--- src/rtl/imm_encoder.sv ---
// imm_encoder: scatters a signed immediate into RISC-V I/S/B/J instruction fields,
// flags range/alignment errors and queues {Instr, Err} in a 2-entry output FIFO.
module imm_encoder (
   input  logic        clk,
   input  logic        rst_n,
   input  logic        in_valid,
   output logic        in_ready,
   input  logic [1:0]  ImmSrc,
   input  logic [31:0] Imm,
   input  logic [31:0] Base,
   output logic        out_valid,
   input  logic        out_ready,
   output logic [31:0] Instr,
   output logic        Err,
   output logic [15:0] ErrCount
);

   localparam logic [1:0] FMT_I = 2'b00;
   localparam logic [1:0] FMT_S = 2'b01;
   localparam logic [1:0] FMT_B = 2'b10;
   localparam logic [1:0] FMT_J = 2'b11;

   function automatic logic [31:0] f_imm_mask(input logic [1:0] src);
      logic [31:0] m;
      case (src)
         FMT_I:   m = 32'hFFF0_0000;
         FMT_S:   m = 32'hFE00_0F80;
         FMT_B:   m = 32'hFE00_0F80;
         FMT_J:   m = 32'hFFFF_F000;
         default: m = 32'h0000_0000;
      endcase
      return m;
   endfunction

   function automatic logic [31:0] f_imm_field(input logic [1:0] src, input logic [31:0] imm);
      logic [31:0] f;
      case (src)
         FMT_I:   f = {imm[11:0], 20'h00000};
         FMT_S:   f = {imm[11:5], 13'h0000, imm[4:0], 7'h00};
         FMT_B:   f = {imm[12], imm[10:5], 13'h0000, imm[4:1], imm[11], 7'h00};
         FMT_J:   f = {imm[20], imm[10:1], imm[11], imm[19:12], 12'h000};
         default: f = 32'h0000_0000;
      endcase
      return f;
   endfunction

   // Upper bits must be a pure sign extension; B/J offsets must also be halfword aligned.
   function automatic logic f_imm_err(input logic [1:0] src, input logic [31:0] imm);
      logic e;
      case (src)
         FMT_I, FMT_S: e = ~((&imm[31:11]) | ~(|imm[31:11]));
         FMT_B:        e = ~((&imm[31:12]) | ~(|imm[31:12])) | imm[0];
         FMT_J:        e = ~((&imm[31:20]) | ~(|imm[31:20])) | imm[0];
         default:      e = 1'b1;
      endcase
      return e;
   endfunction

   logic [1:0]  r_count;
   logic [31:0] r_head_instr;
   logic        r_head_err;
   logic [31:0] r_tail_instr;
   logic        r_tail_err;
   logic [15:0] r_err_count;
   logic        r_in_ready;
   logic        r_out_valid;

   logic        w_push;
   logic        w_pop;
   logic [31:0] w_instr;
   logic        w_err;
   logic [1:0]  w_count_nxt;
   logic [31:0] w_head_instr_nxt;
   logic        w_head_err_nxt;
   logic [31:0] w_tail_instr_nxt;
   logic        w_tail_err_nxt;
   logic [15:0] w_err_count_nxt;

   // Handshakes and encoding of the word currently offered
   always_comb begin
      w_push  = in_valid & r_in_ready;
      w_pop   = r_out_valid & out_ready;
      w_instr = (Base & ~f_imm_mask(ImmSrc)) | f_imm_field(ImmSrc, Imm);
      w_err   = f_imm_err(ImmSrc, Imm);
   end

   // FIFO next state; the head register is the output, so it holds its value when emptied
   always_comb begin
      w_count_nxt      = r_count;
      w_head_instr_nxt = r_head_instr;
      w_head_err_nxt   = r_head_err;
      w_tail_instr_nxt = r_tail_instr;
      w_tail_err_nxt   = r_tail_err;
      case (r_count)
         2'd0: begin
            if (w_push) begin
               w_head_instr_nxt = w_instr;
               w_head_err_nxt   = w_err;
               w_count_nxt      = 2'd1;
            end else begin
               w_count_nxt = 2'd0;
            end
         end
         2'd1: begin
            if (w_push && w_pop) begin
               w_head_instr_nxt = w_instr;
               w_head_err_nxt   = w_err;
            end else if (w_push) begin
               w_tail_instr_nxt = w_instr;
               w_tail_err_nxt   = w_err;
               w_count_nxt      = 2'd2;
            end else if (w_pop) begin
               w_count_nxt = 2'd0;
            end else begin
               w_count_nxt = 2'd1;
            end
         end
         2'd2: begin
            if (w_pop) begin
               w_head_instr_nxt = r_tail_instr;
               w_head_err_nxt   = r_tail_err;
               w_count_nxt      = 2'd1;
            end else begin
               w_count_nxt = 2'd2;
            end
         end
         default: w_count_nxt = 2'd0;
      endcase
      if (w_push && w_err && (r_err_count != 16'hFFFF)) begin
         w_err_count_nxt = r_err_count + 16'd1;
      end else begin
         w_err_count_nxt = r_err_count;
      end
   end

   // State registers; handshake flags are registered copies of the next occupancy
   always_ff @(posedge clk or negedge rst_n) begin
      if (!rst_n) begin
         r_count      <= 2'd0;
         r_head_instr <= 32'h0000_0000;
         r_head_err   <= 1'b0;
         r_tail_instr <= 32'h0000_0000;
         r_tail_err   <= 1'b0;
         r_err_count  <= 16'h0000;
         r_in_ready   <= 1'b1;
         r_out_valid  <= 1'b0;
      end else begin
         r_count      <= w_count_nxt;
         r_head_instr <= w_head_instr_nxt;
         r_head_err   <= w_head_err_nxt;
         r_tail_instr <= w_tail_instr_nxt;
         r_tail_err   <= w_tail_err_nxt;
         r_err_count  <= w_err_count_nxt;
         r_in_ready   <= (w_count_nxt != 2'd2);
         r_out_valid  <= (w_count_nxt != 2'd0);
      end
   end

   assign in_ready  = r_in_ready;
   assign out_valid = r_out_valid;
   assign Instr     = r_head_instr;
   assign Err       = r_head_err;
   assign ErrCount  = r_err_count;

endmodule

--- config.mk ---
export PLATFORM = sky130hd
export DESIGN_NAME = imm_encoder
export DESIGN_NICKNAME = d
export VERILOG_FILES = /design/src/rtl/imm_encoder.sv
export SDC_FILE = /design/constraint.sdc
export NUM_CORES = 1
export LEC_CHECK = 0
export CAP_MARGIN = 0
export CELL_PAD_IN_SITES_DETAIL_PLACEMENT = 1
export CELL_PAD_IN_SITES_GLOBAL_PLACEMENT = 2
export CORE_ASPECT_RATIO = 1.2
export CORE_UTILIZATION = 31
export CTS_BUF_LIST = sky130_fd_sc_hd__clkbuf_8
export DETAILED_ROUTE_END_ITERATION = 8
export PLACE_DENSITY = 0.95
export REMOVE_ABC_BUFFERS = 1
export SYNTH_ARGS = -nofsm -noshare
export SYNTH_HDL_FRONTEND = slang
export SYNTH_SLANG_ARGS = --single-unit
--- constraint.sdc ---
create_clock -name clk -period 3.18 [get_ports clk]
set_clock_uncertainty 0.1 [all_clocks]
set_input_delay 0.318 -clock clk [delete_from_list [all_inputs] [get_ports clk]]
set_output_delay 0.318 -clock clk [all_outputs]
set_load 0.005 [all_outputs]
; Word-level counts from Yosys, hierarchy flattened
; Cells that the tools add are included.
[totals]
reg_bits = 86
in_bits = 70
out_inout_bits = 51
elab_cells = 70
[classes]
addsub = 1
n_eq_ne = 10
muxes = 17
bitwise = 17
reduce_logical = 17
[op_table]
columns = operator, n
row1 = 32-bit one-hot mux with 3 select lines, 2
row2 = 32-bit one-hot mux with 4 select lines, 1
row3 = 32-bit 2-to-1 mux, 3
row4 = 32-bit bitwise AND, 1
row5 = 32-bit NOT, 1
row6 = 32-bit bitwise OR, 1
row7 = 21-bit AND reduction, 1
row8 = 21-bit OR reduction, 1
row9 = 20-bit AND reduction, 1
row10 = 20-bit OR reduction, 1
row11 = 16-bit by 1-bit adder with 16-bit output (second input constant), 1
row12 = 16-bit != test (second input constant), 1
row13 = 12-bit AND reduction, 1
row14 = 12-bit OR reduction, 1
row15 = 2-bit != test (second input constant), 4
row16 = 1-bit NOT, 7
row17 = 2-bit == test (second input constant), 3
row18 = 2-bit 2-to-1 mux, 3
row19 = 1-bit one-hot mux with 3 select lines, 2
row20 = 2-bit one-hot mux with 3 select lines, 1
row21 = 1-bit 2-to-1 mux, 5
row22 = 1-bit bitwise OR, 5
row23 = 2-bit by 1-bit == test with 1-bit output (second input constant), 2
row24 = 2-bit logical NOT, 2
row25 = 7 further kinds, 11

; Depth between registers and ports, before layout
; Gate-level depths: netlist of run 1.
[depth]
word_depth = 8
ltp_mapped = 9
ltp_nobuf = 8

; Least setup slack after synthesis of run 1
; No wires, ideal clock.
[synth_timing]
kind = input -> register
start = input port Imm[23]
end = register r_err_count[4], in the netlist ErrCount[4]
setup_time_ns = 0.126
t_arrival_ns = 1.944
t_required_ns = 2.954
slack_ns = 1.010
path_stages = 6
n_path_buf = 0
cell_sequence = or4_4 > or3_4 > o31ai_4 > nor2_2 > and4_4 > xor2_1
[synth_via]
elab_chain_len = 8
word_cells_on_any_way = 20
cone_classes = mux (1) / bitwise (11) / reduce/logical (8)
[synth_rtl]
columns = item, line_no
row1 = start: declaration, 9  ; input logic [31:0] Imm,
row2 = 20-bit OR reduction / 12-bit OR reduction (equally long branches), "52, 53"
row3 = "1-bit NOT, on equally long branches", "52, 53"
row4 = "1-bit bitwise OR, on equally long branches", "52, 53"
row5 = "1-bit NOT, on equally long branches", "52, 53"
row6 = "1-bit bitwise OR, on equally long branches", "52, 53"
row7 = 1-bit one-hot mux with 3 select lines *, 50  ; case (src)
row8 = 1-bit logical AND * (2 in a row), 129  ; if (w_push && w_err && (r_err_count != 16'hFFFF)) begin
row9 = end signal: assignment, 153  ; r_err_count <= w_err_count_nxt;
row10 = end: declaration, 64  ; logic [15:0] r_err_count;
; Mark *: on every way between the ends. The rest lies on a longest branch, timed or not.
; A chain may end at the register's enable or synchronous reset.

; Worst setup path in the final report of run 1
[layout_timing]
start = input port ImmSrc[0]
end = register r_err_count[12], in the netlist ErrCount[12]
[layout_via]
elab_chain_len = 5
word_cells_on_any_way = 8
cone_classes = eq/ne (3) / mux (1) / reduce/logical (4)
[layout_rtl]
columns = item, line_no
row1 = start: declaration, 8  ; input logic [1:0] ImmSrc,
row2 = 2-bit by 1-bit == test with 1-bit output / 2-bit logical NOT (equally long branches), 50
row3 = 2-bit OR reduction, 50
row4 = 1-bit one-hot mux with 3 select lines *, 50
row5 = 1-bit logical AND * (2 in a row), 129
; Marks and branches as above.

==> metrics.txt, run 1 <==
# TYPE chip_impl_metric gauge
chip_impl_metric{name="utilization",unit=""} 0.439
chip_impl_metric{name="timing.slew.headroom",unit=""} 0.330
chip_impl_metric{name="finalMaxSlewViolations",unit=""} 0
chip_impl_metric{name="buffer_ports.inserted",unit=""} 113
chip_impl_metric{name="detailed_place.area",unit="sq mm"} 0.00543
chip_impl_metric{name="io_pins",unit=""} 121
chip_impl_metric{name="rows",unit=""} 45
chip_impl_metric{name="cts.htree.levels",unit=""} 3
chip_impl_metric{name="clkSlewWorstSetupHoldPaths",unit="ps"} 80
chip_impl_metric{name="worst_skew_pair.late_latency",unit="ps"} 360
chip_impl_metric{name="netlist_instances",unit=""} 432
chip_impl_metric{name="timing.hold.ws",unit="ps"} 359
chip_impl_metric{name="detailroute.via_count",unit=""} 3630
chip_impl_metric{name="finish.instance_area",unit="sq mm"} 0.00561
chip_impl_metric{name="timing.setup.tns",unit="ps"} 0
chip_impl_metric{name="cts_inserted_buffers",unit=""} 9
chip_impl_metric{name="actual_slew_at_the_worst_max_slew_pin",unit="ps"} 1010
chip_impl_info{name="timing.critical_path.cells",value="clkdlybuf4s50_1 > inv_1 > ha_1 > nor3_1 > nor4_1 > a221o_1 > nor3_1 > nand4b_1 > xnor2_1"} 1
chip_impl_metric{name="drc",unit=""} 0
chip_impl_info{name="crit_path_top_delay_cell",value="clkdlybuf4s50_1"} 1
chip_impl_metric{name="leakagePower",unit="uW"} 0.00237
chip_impl_metric{name="post_cts.resized_instances",unit=""} 0
chip_impl_metric{name="cts_max_path_buffers",unit=""} 2
chip_impl_metric{name="synthesis.yosys.warnings",unit=""} 0
chip_impl_info{name="synth_top_cell_by_area",value="dfrtp_1"} 1
chip_impl_metric{name="global_route.overflow_total",unit=""} 0
chip_impl_metric{name="hold_violations",unit=""} 0
chip_impl_metric{name="proportion_of_layout_cells_with_a_drive_suffix_above_1",unit=""} 0.0989
chip_impl_metric{name="final_period_utilization",unit=""} 0.811
chip_impl_info{name="clock-root-buffer",value="clkbuf_8"} 1
chip_impl_metric{name="power_density",unit="mW/mm^2"} 759
chip_impl_metric{name="post_drt_via_cell_ratio",unit=""} 5.11
chip_impl_metric{name="max_stage_delay",unit="ps"} 530
chip_impl_metric{name="worst-path-max-fanout",unit=""} 6
chip_impl_info{name="grt_setup_unrepaired",value="no"} 1
chip_impl_metric{name="synth_seq_cells",unit=""} 86
chip_impl_metric{name="die_w",unit="um"} 107
chip_impl_metric{name="die_area",unit="sq mm"} 0.0137
chip_impl_info{name="critPathCaptureType",value="register"} 1
chip_impl_metric{name="detailedRoute.firstPassIterationCount",unit=""} 5
chip_impl_metric{name="design.core.area",unit="sq mm"} 0.0128
chip_impl_metric{name="remaining_antenna_violation_count_after_routing",unit=""} 0
chip_impl_metric{name="global_route_wire_length_before_repair",unit="mm"} 19.1
chip_impl_metric{name="globalRouteMet2Util",unit=""} 0.317
chip_impl_metric{name="initial_drt_markers",unit=""} 120
chip_impl_metric{name="postRouteWirelength",unit="mm"} 11.7
chip_impl_metric{name="grt_met3_use",unit=""} 0.0290
chip_impl_info{name="synth_top_cells_by_area",value="dfrtp_1, nand2_1, o21ai_0"} 1
chip_impl_info{name="startpoint_type",value="input pin"} 1
chip_impl_metric{name="worst_ep_required_time",unit="ps"} 3320
chip_impl_metric{name="routability_cong",unit=""} 0.879
chip_impl_info{name="final_cell_mix",value="clkdlybuf4s50_1, dfrtp_1, nand2_1"} 1
chip_impl_metric{name="netlist.area_leader.share",unit=""} 0.519
chip_impl_metric{name="grt_util_all_layers",unit=""} 0.180
chip_impl_metric{name="wl_per_cell",unit="um"} 16.4
chip_impl_info{name="global_route.peak_usage_layer",value="met2"} 1
chip_impl_info{name="critical-path-top-cell-by-count",value="nor3_1"} 1
chip_impl_metric{name="setup_viol",unit=""} 0
chip_impl_metric{name="use_met1",unit=""} 0.218
chip_impl_metric{name="critPathArrivalTime",unit="ps"} 2720
chip_impl_metric{name="synthesis.area",unit="sq mm"} 0.00410
chip_impl_metric{name="n_antenna_cell",unit=""} 0
chip_impl_metric{name="layout_min_cycle_time",unit="ps"} 2580
chip_impl_info{name="cts_tree",value="built"} 1
chip_impl_metric{name="cts.repair_timing.setup_buffer_count",unit=""} 0
chip_impl_metric{name="first_global_vias",unit=""} 3819
chip_impl_metric{name="ir_worst_vdd",unit="mV"} 0.397
chip_impl_metric{name="syn_area_per_cell",unit="sq um"} 9.48
chip_impl_metric{name="initial_core_util",unit=""} 0.320
chip_impl_info{name="critPathKind",value="in -> reg"} 1
chip_impl_metric{name="synth_sequential_area_ratio",unit=""} 0.526
chip_impl_metric{name="syn_to_final_growth",unit="%"} 36.9
chip_impl_info{name="hp-class",value="in -> async"} 1
chip_impl_metric{name="dieHeight",unit="um"} 128
chip_impl_metric{name="grt_start_max_net_pins",unit=""} 67
chip_impl_metric{name="cts.sinks",unit=""} 86
chip_impl_metric{name="fmax",unit="GHz"} 0.388
chip_impl_metric{name="antenna_found_initial",unit=""} 0
chip_impl_info{name="final_common_cell",value="clkdlybuf4s50_1"} 1
chip_impl_metric{name="post-dp-hpwl",unit="mm"} 8.52
chip_impl_info{name="outcome",value="completed"} 1
chip_impl_metric{name="max_cap_viol_count",unit=""} 0
chip_impl_metric{name="nets",unit=""} 616
chip_impl_metric{name="netlist-cell-type-count",unit=""} 46
==> cells in the mapped netlist, drive strengths merged <==
cell type / instances
buf: 4
nor4: 5
nor2b: 13
mux2: 17
a21boi: 1
inv: 6
nand4: 6
and2: 1
o31ai: 2
xor2: 5
and3: 4
a22oi: 6
or4b: 1
or3: 1
and4: 5
a21oi: 32
or4: 3
a41oi: 1
mux2i: 3
a21o: 1
nor2: 42
nand4b: 2
a221o: 1
o21a: 2
xnor2: 9
a32oi: 1
nand3: 5
a31oi: 14
dfrtp: 85
o211ai: 1
or2: 2
nand2b: 1
clkbuf: 19
ha: 5
nand2: 78
nor3: 7
o22ai: 3
a221oi: 1
o21ai: 36
dfstp: 1
==> cell families (layout without fill, tap and decap cells) <==
logic type      after synthesis  in the layout  share of synthesized area
compound gates              102            102                      0.145
xor+xnor                     14             14                     0.0299
fa+ha+maj                     5              5                     0.0153
buf+inv                      29            143                     0.0269
flops                        86             86                      0.526
mux                          20             20                     0.0550
simple gates                176            176                      0.202
==> state kept, by name, indices dropped and copies added, names as in the netlist <==
register	count
Instr	32
r_tail_instr	32
ErrCount	16
r_count	2
Err	1
in_ready	1
out_valid	1
r_tail_err	1
==> worst paths after layout <==
check / startpoint / slack (ps) / to / cells after the start
max in group asynchronous: rst_n / 1860 / Instr[14]$_DFFE_PN0P_ / 3
max reg2reg: in_ready$_DFF_PN1_ / 830 / r_tail_instr[11]$_DFFE_PN0P_ / 6
max: ImmSrc[0] / 600 / ErrCount[12]$_DFFE_PN0P_ / 9
min in group clk: r_tail_instr[13]$_DFFE_PN0P_ / 380 / r_tail_instr[13]$_DFFE_PN0P_ / 2
min reg2reg: r_tail_instr[13]$_DFFE_PN0P_ / 380 / r_tail_instr[13]$_DFFE_PN0P_ / 2
min: rst_n / 360 / ErrCount[1]$_DFFE_PN0P_ / 2
==> metal layers <==
layer	wire length [um]	share of wire
met2	6050	0.52
met1	5080	0.44
met4	178	0.015
met3	354	0.030
met5	0	0
==> worst max-delay path, delay by kind of cell <==
kind	cells	cell delay, ps
and+or+nand+nor	4	920
buffers and inverters	2	620
adders and majority gates	1	270
xor gates and xnor gates	1	170
AOI/OAI and AO/OA	1	420
==> power breakdown <==
group          switching (uW)  internal, uW  total, uW  leakage, uW
logic                     778           927       1710      0.00126
registers                 290          1560       1850      0.00103
clock network             413           285        699    0.0000858
==> stage by stage <==
stage	worst slack, ps	std cells	power (uW)
2_1_floorplan	-1790	409	2660
3_3_place_gp	358	693	3500
3_5_place_dp	223	693	3620
4_1_cts	627	710	4330
5_1_grt	452	710	4600
6_report	602	710	4260
==> timing repair <==
action,in CTS,in global routing
setup endpoints to repair,0,0
endpoints found under the hold margin,33,0
hold buffers,1,0
==> layout make-up <==
cell class | instances | area, sq um
clock buffer | 9 | 124
clock inverter | 7 | 47.5
fill | 1465 | 7170
inverter | 6 | 22.5
multi-input combinational | 317 | 1850
sequential | 86 | 2150
tap | 164 | 205
timing repair buffer | 121 | 1200
(Power assumes the default switching activity.)
==> inputs of run 2 (changes only) <==
--- a/config.mk
+++ b/config.mk
@@ -9,10 +9,10 @@
 export CELL_PAD_IN_SITES_DETAIL_PLACEMENT = 1
 export CELL_PAD_IN_SITES_GLOBAL_PLACEMENT = 2
 export CORE_ASPECT_RATIO = 1.2
-export CORE_UTILIZATION = 31
+export CORE_UTILIZATION = 29
 export CTS_BUF_LIST = sky130_fd_sc_hd__clkbuf_8
 export DETAILED_ROUTE_END_ITERATION = 8
-export PLACE_DENSITY = 0.95
+export PLACE_DENSITY = 0.92
 export REMOVE_ABC_BUFFERS = 1
 export SYNTH_ARGS = -nofsm -noshare
 export SYNTH_HDL_FRONTEND = slang
==> constraint.sdc (replaced) <==
create_clock -name clk -period 2.45 [get_ports clk]
set_clock_uncertainty 0.1 [all_clocks]
set_input_delay 0.245 -clock clk [delete_from_list [all_inputs] [get_ports clk]]
set_output_delay 0.245 -clock clk [all_outputs]
set_load 0.005 [all_outputs]
==> metrics.txt, run 2 (same netlist as run 1, synthesis figures left out) <==
# TYPE chip_impl_metric gauge
chip_impl_metric{name="globalRouteMet2Util",unit=""} 0.300
chip_impl_metric{name="cts.sinks",unit=""} 86
chip_impl_metric{name="rows",unit=""} 47
chip_impl_metric{name="clkSlewWorstSetupHoldPaths",unit="ps"} 80
chip_impl_metric{name="power_density",unit="mW/mm^2"} 1020
chip_impl_info{name="startpoint_of_the_lowest_slack_register_to_register_path",value="ErrCount[0]$_DFFE_PN0P_"} 1
chip_impl_metric{name="io_pins",unit=""} 121
chip_impl_metric{name="worst_skew_pair.late_latency",unit="ps"} 360
chip_impl_metric{name="ir_worst_vdd",unit="mV"} 0.478
chip_impl_metric{name="fmax",unit="GHz"} 0.424
chip_impl_metric{name="post_drt_via_cell_ratio",unit=""} 4.93
chip_impl_metric{name="worst-path-max-fanout",unit=""} 9
chip_impl_metric{name="global_route_wire_length_before_repair",unit="mm"} 20.1
chip_impl_metric{name="grt_met3_use",unit=""} 0.0322
chip_impl_metric{name="setup_viol",unit=""} 0
chip_impl_metric{name="finalMaxSlewViolations",unit=""} 0
chip_impl_metric{name="syn_to_final_growth",unit="%"} 44.0
chip_impl_metric{name="layout_min_cycle_time",unit="ps"} 2360
chip_impl_info{name="grt_setup_unrepaired",value="no"} 1
chip_impl_info{name="final_common_cell",value="clkdlybuf4s50_1"} 1
chip_impl_metric{name="cts_inserted_buffers",unit=""} 9
chip_impl_metric{name="cts_max_path_buffers",unit=""} 2
chip_impl_info{name="clock-root-buffer",value="clkbuf_8"} 1
chip_impl_metric{name="finish.instance_area",unit="sq mm"} 0.00590
chip_impl_metric{name="wl_per_cell",unit="um"} 16.3
chip_impl_metric{name="routability_cong",unit=""} 0.829
chip_impl_info{name="hp-class",value="in -> async"} 1
chip_impl_metric{name="nets",unit=""} 636
chip_impl_metric{name="max_cap_viol_count",unit=""} 0
chip_impl_metric{name="final_period_utilization",unit=""} 0.962
chip_impl_metric{name="cts.htree.levels",unit=""} 3
chip_impl_metric{name="grt_start_max_net_pins",unit=""} 51
chip_impl_metric{name="global_route.overflow_total",unit=""} 0
chip_impl_metric{name="design.core.area",unit="sq mm"} 0.0138
chip_impl_metric{name="fillCellCount",unit=""} 1584
chip_impl_metric{name="buffer_ports.inserted",unit=""} 113
chip_impl_metric{name="use_met1",unit=""} 0.207
chip_impl_metric{name="detailroute.via_count",unit=""} 3637
chip_impl_metric{name="first_global_vias",unit=""} 3947
chip_impl_info{name="critPathKind",value="in -> reg"} 1
chip_impl_info{name="critPathLaunch",value="ImmSrc[0]"} 1
chip_impl_info{name="critPathCaptureType",value="register"} 1
chip_impl_metric{name="proportion_of_layout_cells_with_a_drive_suffix_above_1",unit=""} 0.129
chip_impl_metric{name="timing.setup.tns",unit="ps"} 0
chip_impl_metric{name="timing.hold.ws",unit="ps"} 301
chip_impl_metric{name="critPathArrivalTime",unit="ps"} 2500
chip_impl_metric{name="timing.reg2reg.setup_slack",unit="ps"} 240
chip_impl_info{name="cts_tree",value="built"} 1
chip_impl_info{name="global_route.peak_usage_layer",value="met2"} 1
chip_impl_metric{name="initial_drt_markers",unit=""} 120
chip_impl_metric{name="actual_slew_at_the_worst_max_slew_pin",unit="ps"} 543
chip_impl_metric{name="initial_core_util",unit=""} 0.296
chip_impl_metric{name="detailed_place.area",unit="sq mm"} 0.00562
chip_impl_metric{name="detailedRoute.firstPassIterationCount",unit=""} 4
chip_impl_metric{name="drc",unit=""} 0
chip_impl_metric{name="hold_violations",unit=""} 0
chip_impl_metric{name="timing.slew.headroom",unit=""} 0.635
chip_impl_info{name="outcome",value="completed"} 1
chip_impl_metric{name="antenna_found_initial",unit=""} 1
chip_impl_metric{name="remaining_antenna_violation_count_after_routing",unit=""} 0
chip_impl_info{name="worstReg2RegEnd",value="ErrCount[10]$_DFFE_PN0P_"} 1
chip_impl_metric{name="dieHeight",unit="um"} 132
chip_impl_metric{name="post-dp-hpwl",unit="mm"} 8.90
chip_impl_info{name="startpoint_type",value="input pin"} 1
chip_impl_metric{name="postRouteWirelength",unit="mm"} 12.0
chip_impl_metric{name="die_area",unit="sq mm"} 0.0146
chip_impl_info{name="final_cell_mix",value="clkdlybuf4s50_1, dfrtp_1, nand2_1"} 1
chip_impl_metric{name="grt_util_all_layers",unit=""} 0.171
chip_impl_metric{name="die_w",unit="um"} 110
chip_impl_metric{name="worst_ep_required_time",unit="ps"} 2600
chip_impl_metric{name="worst-r2r-cell-count",unit=""} 7
chip_impl_metric{name="leakagePower",unit="uW"} 0.00254
==> run 2: cell types whose count changed in the layout (fill, tap and decap cells not counted), moves of 2 or more <==
cell        delta
buf_4         +17
clkinv_2       -3
inv_1          +2
buf_12         +3
clkinvlp_4     -2
inv_6          -2
bufinv_16      +4
==> run 2: worst max path at each step <==
stage | to | slack (ps) | cells past startpoint
2_1_floorplan | Err$_DFFE_PN0P_ | -2520 | 4
3_3_place_gp | ErrCount[10]$_DFFE_PN0P_ | -250 | 9
3_5_place_dp | ErrCount[10]$_DFFE_PN0P_ | -370 | 9
4_1_cts | ErrCount[10]$_DFFE_PN0P_ | 20 | 9
5_1_grt | ErrCount[12]$_DFFE_PN0P_ | 20 | 10
6_report | ErrCount[10]$_DFFE_PN0P_ | 90 | 8
==> run 2: power breakdown <==
part / switching (uW) / leakage, uW / total [uW] / internal, uW
clock: 513 / 0.000132 / 1280 / 768
sequential: 373 / 0.00103 / 2400 / 2030
combinational: 1030 / 0.00138 / 2320 / 1290
total: 1910 / 0.00254 / 6000 / 4090
==> run 2: routing by layer <==
layer  up-vias  wire length, um
met5         -                0
met3        11              447
met1      1780             5430
met2        76             5940
li1       1770                -
met4         0              170
==> run 2: repair_timing <==
action	4_1_cts	5_1_grt
buffers inserted	0	0
hold endpoints to repair	35	0
hold buffers	1	0
gates resized for setup	0	3
endpoints found under the setup margin	0	8
==> run 2: per-stage QoR <==
step	total power [uW]	utilization	instances	worst slack [ps]
floorplan	3450	-	409	-2520
global placement	4650	0.407	720	-251
detailed placement	4780	0.407	720	-372
CTS	6100	0.426	736	16.9
global route	6440	0.427	736	22.4
finish	6000	0.427	737	92.7
==> run 2: worst max-delay path, cell delays in order <==
cell and delay (ps):
clkdlybuf4s50_1 550, ha_2 240, or4b_2 610, nor3_2 120, a221o_1 280, nor2_4 110
and4_4 200, xor2_1 140
==> run 2: area by class of cell <==
| class | instances | area [sq um] | share of cell area |
|---|---|---|---|
| Antenna cell | 1 | 2.50 | 0.000424 |
| Clock buffer | 9 | 124 | 0.0210 |
| Clock inverter | 6 | 128 | 0.0216 |
| Inverter | 6 | 22.5 | 0.00382 |
| Multi-Input combinational cell | 317 | 1860 | 0.316 |
| Sequential cell | 86 | 2150 | 0.365 |
| Tap cell | 171 | 214 | 0.0363 |
| Timing Repair Buffer | 141 | 1390 | 0.236 |
==> edit 1 (flow settings as in run 2) <==
Reset style: synchronous (`rst_n`), changed in one clocked block.
--- a/src/rtl/imm_encoder.sv
+++ b/src/rtl/imm_encoder.sv
@@ -135,5 +135,5 @@
 
    // State registers; handshake flags are registered copies of the next occupancy
-   always_ff @(posedge clk or negedge rst_n) begin
+   always_ff @(posedge clk) begin
       if (!rst_n) begin
          r_count      <= 2'd0;
Check against the original RTL: differs if rst_n is asserted again (counterexample within 4 cycles, from zero or initial values and one cycle with rst_n low); with rst_n held inactive, the same outputs for 4 cycles.
==> edit 1 against run 2 <==
  * Routed wire length grew 0.53%
  * Non-clock buffer count grew 1
  * Sequential cell count is the same
  * Final area shrank 5.2%
  * Synthesized area shrank 3.1%
  * Worst setup slack gained 95 ps
  * Largest cell class is now multi-input gates
Power is not compared: it rests on default switching activity, and its combinational part moved more than twofold at a synthesized area within 25%.
==> edit 1: results (changes against run 2) <==
* Area of placed instances at 5420 um2 (-3.6%)
* Area occupied by multi-input gates at 2060 um2 (+10%)
* Worst path slowest cell: or4_1
* Syn Inst Count at 490 (+13%)
* Delay of the slowest critical-path stage at 520 ps (-90 ps)
* First-pass GRT wire length at 20,000 um (-0.55%)
* Beginning of the worst hold path: r_tail_instr[30]
* Max-area cell class: multi-input gates
* R2R cell count at 5 (-2)
* Initial drt markers at 116 (-3.3%)
* Worst-Margin Slew at 799 ps (+256 ps)
* CP max FO at 27 (+18)
* Unique cell type count in the Yosys netlist at 41 (-11%)
* Min Hold Slack at 359 ps (+58.0 ps)
* Vias in the first global route at 4,148 (+5.1%)
* Initial antenna violation count at 0 (-1)
* N_diodes at 0 (-1)
* Worst Hold Class: flop to flop
* Fillers at 1,608 (+1.5%)
* Vias/cell at 5.18 (+4.9%)
* Register area share after synthesis at 43.4% (-9.2 points)
* Pre-Repair DR Iteration Count at 7 (+3)
* Final nets at 682 (+7.2%)
* Top cells by area, synth: dfxtp_1 43%, a211oi_1 7.8%, nor2_1 7.6%, a21oi_1 6.6%, nand2_1 4.7%
* Gate power share at a little under a quarter
* Dpl cells at 764 (+6.1%)
* Fin worst setup slack at 188 ps (+95.2 ps)
* Outcome: complete, no violations
* Non-clk buf share at 25.0% (+1.4 points)
* Crit path DAT at 2450 ps (-50 ps)
* Ys async rst share at 0% (-100 points)
* #MultiIn Comb at 359 (+13%)
* WL per Instance at 15.5 um (-5.0%)
* Overall routing resource usage at 17.7% (+0.61 points)
* Synth top cells by count: 86 x dfxtp_1, 80 x nor2_1, 52 x a21oi_1
* Post-route insts no fill at 780 (+5.8%)
* GPL Wtd Cong at 0.753 (-9.2%)
* Layout cells sized above 1 at 8.17% (-4.8 points)
* Largest net degree at the start of global routing at 49 (-3.9%)
* Top FF cell, synth: dfxtp_1
* Hold path cells at 2
* Register area at 1720 um2 (-20%)
* Dpl hpwl at 8740 um (-1.8%)
* Non-clk invs at 9 (+3)
* R2r startpoint: ErrCount[0]
* Reg-to-Reg End: ErrCount[9]
* Clk tree area frac at 3.09% (-1.2 points)
* Post-CTS resize count at 0 (unchanged)
* Setup WS pre-CTS at -197 ps (+176 ps)
* Tap Cells at 168 (-1.8%)
* Delay-heaviest family, CP: buffers and inverters
* Yosys warning total at 0 (unchanged)
* Final core occ at 42.1% (-0.61 points)
-- edit 1: cell types whose count changed in the layout (fill, tap and decap cells not counted), moves of 12 or more --
cell             run 2  this run
a211oi_1             0        41
a21oi_1             32        52
a31oi_1             14         1
dfrtp_1             85         0
dfxtp_1              0        86
mux2_2              16         0
mux2i_1              3        18
nand2_1             77        50
nor2_1              41        80
o21ai_0             36         5
o31ai_1              0        12
-- edit 1: kinds of logic after synthesis --
family / count (synthesis) / share of synthesized area, %
adder cells (fa/ha/maj): 5 / 1.58
AO/OA/AOI/OAI: 144 / 23.5
flip-flops: 86 / 43.4
multiplexers: 18 / 4.54
buffers and inverters: 45 / 5.08
AND/OR/NAND/NOR: 192 / 21.9
-- edit 1: layer usage --
| layer | vias to the layer above | part of all wire, % | track usage [%] |
|---|---|---|---|
| met3 | 9 | 3.8 | 3.50 |
| met4 | 0 | 1.2 | 5.25 |
| li1 | 2006 | - | - |
| met2 | 74 | 51 | 32.1 |
| met1 | 1950 | 44 | 21.1 |
| met5 | - | 0 | 0 |
==> edit 2 (settings of run 2) <==
Without the edit above. Put one more register stage on the output `ErrCount`, without a reset. The value now appears one clock later. The other outputs are not delayed to match.
--- a/src/rtl/imm_encoder.sv
+++ b/src/rtl/imm_encoder.sv
@@ -161,5 +161,7 @@
    assign Instr     = r_head_instr;
    assign Err       = r_head_err;
-   assign ErrCount  = r_err_count;
+   always_ff @(posedge clk) begin
+      ErrCount <= r_err_count;
+   end
 
 endmodule
Check against the original RTL: not equivalent (Yosys sat finds a counterexample within 4 cycles, from zero or initial values and one cycle with rst_n low).
==> edit 2 against run 2 <==
  * Sequential share of layout area is 3.5 points higher
  * Power is 2.6% higher
  * Worst setup slack better by 81 ps
  * Final area is 4.7% higher
  * Sequential cell count is 16 higher
  * Routed wire length is 3.3% higher
  * Synthesized area is 7.6% higher
  * Non-clock buffer count is 2 lower
  * Largest cell class unchanged
  * Highest routed layer unchanged
==> edit 2: results (changes against run 2) <==
* Outcome: complete, no violations
* Final core occ at 41.5% (-1.2 points)
* DR vias at 3,670 (+0.91%)
* Top cells by area, synth: dfrtp_1 48%, dfxtp_1 7.3%, a21oi_1 5.1%, nand2_1 4.4%, mux2_2 4.3%
* Ys async rst share at 84.3% (-16 points)
* Min Hold Slack at 308 ps (+6.56 ps)
* R2r startpoint: r_err_count[0]
* R2R setup slack at 310 ps (+70 ps)
* Post-route minimum period at 2280 ps (-81.0 ps)
* Clk tree area frac at 3.48% (-0.78 points)
* Register area share after synthesis at 56.1% (+3.6 points)
* Initial drt markers at 112 (-6.7%)
* Seq/total area at 40.0% (+3.5 points)
* Delay of the slowest critical-path stage at 460 ps (-150 ps)
* Synth top cells by count: 85 x dfrtp_1, 52 x nand2_1, 45 x a21oi_1
* Overall routing resource usage at 16.8% (-0.37 points)
* Fillers at 1,668 (+5.3%)
* Final nets at 641 (+0.79%)
* First-pass GRT wire length at 20,300 um (+0.96%)
* Dpl cells at 758 (+5.3%)
* Area of placed instances at 5950 um2 (+5.8%)
* #MultiIn Comb at 308 (-2.8%)
* Setup WS pre-CTS at -280 ps (+91.6 ps)
* Area occupied by multi-input gates at 1850 um2 (-0.87%)
* Unique cell type count in the Yosys netlist at 41 (-11%)
* Layout cells sized above 1 at 11.7% (-1.2 points)
* Tap Cells at 204 (+19%)
* Reg-to-Reg End: r_err_count[1]
* GPL Wtd Cong at 0.789 (-4.7%)
* Dpl hpwl at 9120 um (+2.6%)
* Crit path DAT at 2470 ps (-30 ps)
-- edit 2: cells by family (layout without fill, tap and decap cells) --
group                    count (synthesis)  in the layout  share of synthesized area (%)
AO/OA/AOI/OAI                           99             99                           12.4
XOR/XNOR                                14             14                           2.78
adder cells (fa/ha/maj)                  5              5                           1.42
buffers and inverters                   28            161                           2.41
flip-flops                             102            102                           56.1
multiplexers                            33             33                           7.98
AND/OR/NAND/NOR                        157            157                           16.9
-- edit 2: routing by layer --
layer,global-route usage (%),vias to the layer above,wire [um]
met5,0,-,0
met4,4.76,0,141
li1,-,1776,-
met1,19.2,1807,5110
met2,31.4,77,6670
met3,3.32,10,452
-- edit 2: worst max-delay path by stage --
stage / from / to / cells past startpoint
after global placement: ImmSrc[0] / r_err_count[5] / 8
final: ImmSrc[0] / r_err_count[5] / 8
after detailed placement: ImmSrc[0] / r_err_count[5] / 8
after global routing: ImmSrc[0] / r_err_count[5] / 8
after floorplan: in_ready / Err / 3
after CTS: ImmSrc[0] / r_err_count[5] / 8
-- edit 2: worst reg2reg max path, delay by kind of cell, from the launching register on --
family,cells,cell delay [ps]
AND/OR/NAND/NOR,4,970
multiplexers,1,350
flip-flops,1,420
adder cells (fa/ha/maj),1,190
-- edit 2: power breakdown --
group          switching [W]  internal, W
logic                0.00102      0.00126
registers           0.000390      0.00234
clock network       0.000576     0.000570
total                0.00199      0.00417
-- edit 2: what timing repair did --
action / 4_1_cts / 5_1_grt
endpoints found under the setup margin: 0 / 2
hold buffers: 1 / 0
setup buffers: 0 / 0
gates resized for setup: 0 / 1
endpoints found under the hold margin: 41 / 0
